**src/rtl/ifu_fetch.sv**
```systemverilog
// ---------------------------------------------------------------------------
// ifu_fetch -- instruction fetch unit front end
//
// Purpose:
//   Issues single outstanding fetch requests to instruction memory, delivers
//   fetched instructions into the IF/ID register, parks one response in a
//   hold buffer while decode is stalled, and handles redirects (branch, jump
//   or trap) including discarding a stale in-flight response.
//
// Optional feature macro:
//   IFU_MISALIGN_CHK_EN - when defined, a redirect to a PC with bits [1:0]
//   non-zero enters a FAULT state that reports an instruction-address-
//   misaligned instruction to decode and stops fetching until the next
//   redirect. When undefined, redirect PCs are word-aligned by clearing
//   bits [1:0] and if_misalign_o is tied low.
//
// Ports:
//   clk_i          in   1      clock, all state on rising edge
//   rst_i          in   1      synchronous active-high reset
//   imem_req_o     out  1      fetch request valid
//   imem_addr_o    out  XLEN   fetch address (internal pc)
//   imem_gnt_i     in   1      request accepted this cycle
//   imem_rvalid_i  in   1      response data valid
//   imem_rdata_i   in   32     fetched instruction
//   redirect_i     in   1      flush and restart at redirect_pc_i
//   redirect_pc_i  in   XLEN   new fetch PC
//   stall_i        in   1      decode cannot consume the IF/ID register
//   if_valid_o     out  1      IF/ID holds a valid instruction
//   if_pc_o        out  XLEN   PC of if_instr_o
//   if_instr_o     out  32     instruction to decode
//   if_misalign_o  out  1      instruction-address-misaligned flag
// ---------------------------------------------------------------------------
module ifu_fetch #(
    parameter logic [63:0] RESET_PC = 64'h0000_0000_8000_0000,
    parameter int          XLEN     = 64
) (
    input  logic            clk_i,
    input  logic            rst_i,
    output logic            imem_req_o,
    output logic [XLEN-1:0] imem_addr_o,
    input  logic            imem_gnt_i,
    input  logic            imem_rvalid_i,
    input  logic [31:0]     imem_rdata_i,
    input  logic            redirect_i,
    input  logic [XLEN-1:0] redirect_pc_i,
    input  logic            stall_i,
    output logic            if_valid_o,
    output logic [XLEN-1:0] if_pc_o,
    output logic [31:0]     if_instr_o,
    output logic            if_misalign_o
);

    localparam logic [31:0] NOP = 32'h0000_0013;

    typedef enum logic [2:0] {
        S_REQ   = 3'd0,
        S_WAIT  = 3'd1,
        S_HOLD  = 3'd2,
        S_DROP  = 3'd3
`ifdef IFU_MISALIGN_CHK_EN
        ,S_FAULT = 3'd4
`endif
    } state_t;

    state_t          state_q, state_d;
    logic [XLEN-1:0] pc_q;
    logic [XLEN-1:0] hold_pc_q;
    logic [31:0]     hold_instr_q;
    logic            if_valid_q;
    logic [XLEN-1:0] if_pc_q;
    logic [31:0]     if_instr_q;
    logic [XLEN-1:0] redirect_target;
    logic            redirect_misaligned;
    logic            ifid_free;
    logic            resp_accept;

`ifdef IFU_MISALIGN_CHK_EN
    logic            if_misalign_q;
`endif

    // The redirect target is taken verbatim when misalignment checking is
    // enabled (the FAULT path reports the raw PC); otherwise the low two bits
    // are masked off so fetch always stays word-aligned.
    always_comb begin
        ifid_free   = !if_valid_q || !stall_i;
        resp_accept = (state_q == S_WAIT) && imem_rvalid_i;
`ifdef IFU_MISALIGN_CHK_EN
        redirect_target     = redirect_pc_i;
        redirect_misaligned = redirect_i && (redirect_pc_i[1:0] != 2'b00);
`else
        redirect_target     = redirect_pc_i & ~XLEN'(3);
        redirect_misaligned = 1'b0;
`endif
    end

    // State register: reset always returns to REQ, which drops any response
    // that was still in flight since REQ ignores rvalid.
    always_ff @(posedge clk_i) begin
        if (rst_i) begin
            state_q <= S_REQ;
        end else begin
            state_q <= state_d;
        end
    end

    // Next-state logic. A redirect outranks everything. When a request has
    // been granted but its response has not yet arrived, the redirect goes to
    // DROP so exactly one stale response is swallowed before fetching anew.
    always_comb begin
        state_d = state_q;
        if (redirect_i) begin
            case (state_q)
                S_REQ:   state_d = imem_gnt_i    ? S_DROP : S_REQ;
                S_WAIT:  state_d = imem_rvalid_i ? S_REQ  : S_DROP;
                S_DROP:  state_d = imem_rvalid_i ? S_REQ  : S_DROP;
                default: state_d = S_REQ;
            endcase
`ifdef IFU_MISALIGN_CHK_EN
            if (redirect_misaligned) begin
                state_d = S_FAULT;
            end
`endif
        end else begin
            case (state_q)
                S_REQ:   state_d = imem_gnt_i ? S_WAIT : S_REQ;
                S_WAIT:  state_d = !imem_rvalid_i ? S_WAIT : (ifid_free ? S_REQ : S_HOLD);
                S_HOLD:  state_d = stall_i ? S_HOLD : S_REQ;
                S_DROP:  state_d = imem_rvalid_i ? S_REQ : S_DROP;
`ifdef IFU_MISALIGN_CHK_EN
                S_FAULT: state_d = S_FAULT;
`endif
                default: state_d = S_REQ;
            endcase
        end
    end

    // Outputs derived from state. The request is masked while reset is held
    // so the memory never sees a request during reset.
    always_comb begin
        imem_req_o  = (state_q == S_REQ) && !rst_i;
        imem_addr_o = pc_q;
        if_valid_o  = if_valid_q;
        if_pc_o     = if_pc_q;
        if_instr_o  = if_instr_q;
`ifdef IFU_MISALIGN_CHK_EN
        if_misalign_o = if_misalign_q;
`else
        if_misalign_o = 1'b0;
`endif
    end

    // Fetch PC and hold buffer. The PC advances only when a response is
    // accepted in WAIT, whether it lands in IF/ID or in the hold buffer.
    always_ff @(posedge clk_i) begin
        if (rst_i) begin
            pc_q         <= XLEN'(RESET_PC);
            hold_pc_q    <= '0;
            hold_instr_q <= NOP;
        end else if (redirect_i) begin
            pc_q <= redirect_target;
        end else if (resp_accept) begin
            pc_q <= pc_q + XLEN'(4);
            if (!ifid_free) begin
                hold_pc_q    <= pc_q;
                hold_instr_q <= imem_rdata_i;
            end
        end
    end

    // IF/ID register. A redirect flushes it (or, for a misaligned target,
    // loads the fault marker). Otherwise a fresh response or the hold buffer
    // loads it when decode can take it; when decode consumes without a
    // replacement the valid bit drops, and under stall everything is frozen.
    always_ff @(posedge clk_i) begin
        if (rst_i) begin
            if_valid_q <= 1'b0;
            if_pc_q    <= '0;
            if_instr_q <= NOP;
`ifdef IFU_MISALIGN_CHK_EN
            if_misalign_q <= 1'b0;
`endif
        end else if (redirect_i) begin
            if_valid_q <= redirect_misaligned;
            if (redirect_misaligned) begin
                if_pc_q    <= redirect_pc_i;
                if_instr_q <= NOP;
            end
`ifdef IFU_MISALIGN_CHK_EN
            if_misalign_q <= redirect_misaligned;
`endif
        end else if (resp_accept && ifid_free) begin
            if_valid_q <= 1'b1;
            if_pc_q    <= pc_q;
            if_instr_q <= imem_rdata_i;
`ifdef IFU_MISALIGN_CHK_EN
            if_misalign_q <= 1'b0;
`endif
        end else if ((state_q == S_HOLD) && !stall_i) begin
            if_valid_q <= 1'b1;
            if_pc_q    <= hold_pc_q;
            if_instr_q <= hold_instr_q;
`ifdef IFU_MISALIGN_CHK_EN
            if_misalign_q <= 1'b0;
`endif
        end else if (!stall_i) begin
            if_valid_q <= 1'b0;
`ifdef IFU_MISALIGN_CHK_EN
            if_misalign_q <= 1'b0;
`endif
        end
    end

endmodule

```
**config.mk**
```make
export PLATFORM = sky130hd
export DESIGN_NAME = ifu_fetch
export DESIGN_NICKNAME = d
export VERILOG_FILES = /design/src/rtl/ifu_fetch.sv
export SDC_FILE = /design/constraint.sdc
export NUM_CORES = 1
export LEC_CHECK = 0
export CORE_MARGIN = 2
export CORE_UTILIZATION = 35
export CTS_CLUSTER_DIAMETER = 120
export CTS_CLUSTER_SIZE = 8
export DETAILED_ROUTE_END_ITERATION = 16
export HOLD_SLACK_MARGIN = 0.02
export SLEW_MARGIN = 10
export SYNTH_ARGS = -nofsm -noshare
export SYNTH_HDL_FRONTEND = slang
export SYNTH_SLANG_ARGS = --single-unit
```
**constraint.sdc**
```tcl
create_clock -name clk_i -period 2.19 [get_ports clk_i]
set_input_delay 0.3285 -clock clk_i [delete_from_list [all_inputs] [get_ports clk_i]]
set_output_delay 0.3285 -clock clk_i [all_outputs]
set_load 0.01 [all_outputs]
```
==> flow_metrics.py <==
metrics = {
    "place": {
        "io_buffers": 257,
        "place.gp.congestion": 0.817,
        "pre_cts_ws_ps": -333,
        "dpl-instance-area_um2": 15100,
        "dp_hpwl_um": 26300,
    },
    "worst_hold_path": {
        "hold_path.class": "in -> reg",
        "hold_path.startpoint": "redirect_i",
    },
    "clock_network": {
        "clk_pin_slew_ps": 60,
        "cts.path.max_buffers": 3,
        "clock_latency_ps": 500,
        "cts-root-buf": "clkbuf_16",
        "ctsHoldBuffers": 0,
        "cts_tree": "built",
        "htreeDepth": 2,
        "cts.sinks": 253,
        "cts_buffers": 37,
    },
    "finish": {
        "final_common_cell": "nand2_1",
        "mostFrequentLayoutCells": "nand2_1, clkdlybuf4s50_1, dfxtp_1",
        "drive_above_1_share_pct": 12.5,
        "fin_util_pct": 51.0,
        "nets": 1823,
        "syn2layout_area_growth_pct": 42.8,
        "fill_cells": 3027,
        "design_area_um2": 16200,
    },
    "setup_path": {
        "r2r-start": "imem_addr_o[31]$_SDFFE_PP1P_",
        "path_cells": "nand3_1 > nor4_4 > nand4_1 > buf_4 > or4_1 > a311oi_2",
        "worst_setup_path_end_kind": "flip-flop",
        "rrSetupSlack_ps": 70,
        "crit_path_top_delay_cell": "or4_1",
        "critPathMaxStageDelay_ps": 500,
        "cp.arrival_ps": 2530,
        "crit_type": "reg -> reg",
        "crit_required_ps": 2600,
        "start_kind": "flip-flop",
        "crit_fanout": 15,
        "startpoint": "imem_addr_o[31]$_SDFFE_PP1P_",
    },
    "job": {
        "maxCapViolCount": 0,
    },
    "routing": {
        "finalWirelength_um": 37700,
        "wl_per_cell_um": 17.7,
        "viasPerCell": 5.32,
        "final_antenna_net_count": 0,
        "first_pass_iters": 5,
        "drt_iter0_drc": 674,
        "drc": 0,
        "vias": 11300,
    },
    "timing": {
        "fin_crit_sh_pct": 96.6,
        "rsz0062_at_grt": "true",
        "fmax_mhz": 472,
        "hold_violations": 0,
        "maxSlewHeadroom_pct": 54.7,
        "fin_hold_ws_ps": 213,
        "worst_slack_ps": 73.5,
        "fin_tns_setup_ps": 0,
        "worst_slew_pin_slew_ps": 679,
        "setup_viol": 0,
        "clock_skew_ps": 17.8,
        "drv_slew": 0,
        "period_needed_ps": 2120,
    },
    "floorplan": {
        "io_pins": 265,
        "die_x_um": 184,
        "start_util_pct": 35.7,
        "fp.dieArea_um2": 33800,
        "core_area_um2": 31700,
        "rows": 65,
        "fp.dieH_um": 184,
    },
    "synth": {
        "synthMuxAreaShare_pct": 3.37,
        "async_flop_share_pct": 0,
        "synth_xor_area_share_pct": 2.40,
        "synth_top_family_by_area": "simple AND/OR/NAND/NOR gates",
        "syn_area_per_cell_um2": 8.03,
        "synth_edf_count": 0,
        "synthAdderAreaFrac_pct": 0.110,
        "synth_area_leaders": "dfxtp_1, nand2_1, a311oi_1, nor2_1, a21oi_1",
        "synth-simple-area-share_pct": 27.1,
        "synth-main-ff-cell": "dfxtp_1",
        "ys_types": 57,
        "ys_warn_count": 0,
        "postSynthCellCount": 1411,
        "synth-seq-cells": 253,
        "synth_compound_area_share_pct": 17.1,
        "netlist_area_um2": 11300,
        "synth_top_area_share_pct": 44.7,
        "synth_top_area_cell": "dfxtp_1",
        "yosysSeqAreaShare_pct": 44.7,
    },
    "grt": {
        "grt_pass1_vias": 10700,
        "grt_pass1_wl_um": 59400,
        "antenna_found_initial": 6,
        "grt_overflow": 0,
        "grt_max_degree": 80,
        "track_usage_pct": 21.8,
    },
    "pwr": {
        "irDropWorstVdd_v": 0.000393,
        "power_leakage_nw": 5.67,
        "power_density_nw_per_um2": 700,
    },
    "status": {
        "status": "completed",
    },
}
## power by group
part           internal (W)  switching (W)
Combinational      0.000784       0.000761
Clock               0.00295        0.00191
Sequential          0.00479       0.000133
Total               0.00852        0.00281
## stage by stage
step | power (W) | cells
finish | 0.0113 | 2123
global route | 0.0118 | 2121
global placement | 0.00654 | 2077
CTS | 0.0115 | 2117
floorplan | 0.00565 | 1415
detailed placement | 0.00655 | 2077
## cell families after synthesis
kind of cell,Yosys count
xor+xnor,31
buf+inv,142
compound gates,276
mux,38
simple gates,669
fa+ha+maj,1
flops,253
other cells,1
## per-layer routing
layer / share of wire, % / GRT usage [%] / vias to the layer above
met5: 0.16 / 0 / -
met1: 46 / 29.8 / 5292
li1: - / - / 5587
met4: 2.1 / 6.27 / 10
met3: 6.6 / 5.13 / 65
met2: 45 / 34.4 / 333
## repair_timing
action / 4_1_cts / 5_1_grt
resized for setup: 3 / 14
setup buffers: 2 / 4
endpoints found under the hold margin: 0 / 0
pin swaps: 1 / 4
endpoints found under the setup margin: 6 / 22
## critical path: cells and delay by family, from the launching register on
kind	cells	cell delay [ps]
simple gates	4	1130
flops	1	430
compound gates	1	260
buf+inv	1	210
## worst paths after layout
check	cells after the start	to
max reg2reg	6	imem_addr_o[57]$_SDFFE_PP0P_
max	6	imem_addr_o[57]$_SDFFE_PP0P_
min	3	imem_addr_o[31]$_SDFFE_PP1P_
min reg2reg	2	hold_pc_q[2]$_SDFFE_PP0P_
## area by class of cell
| type | instances | area (um^2) | area share (%) |
|---|---|---|---|
| tap | 402 | 503 | 3.11 |
| timing repair buffer | 396 | 3820 | 23.6 |
| clock inverter | 1 | 5.00 | 0.0309 |
| inverter | 12 | 45.0 | 0.278 |
| sequential | 253 | 5070 | 31.3 |
| multi-input combinational | 1020 | 5810 | 35.9 |
| antenna | 2 | 5.00 | 0.0309 |
| clock buffer | 37 | 926 | 5.72 |
## synth_stat cells, types with 17 or more instances
cell	number
nand2_1	298
a311oi_1	80
a211oi_1	52
nand4_1	29
clkbuf_1	86
xor2_1	17
nand3_1	87
a21oi_1	100
buf_2	29
nor2_1	154
dfxtp_1	253
mux2i_1	37
## state kept, by name, indices dropped and copies added (netlist names)
signal        count
hold_instr_q     32
hold_pc_q        62
if_instr_o       32
if_pc_o          62
if_valid_o        1
imem_addr_o      62
state_q           2
Power figures use the tool's default switching activity.
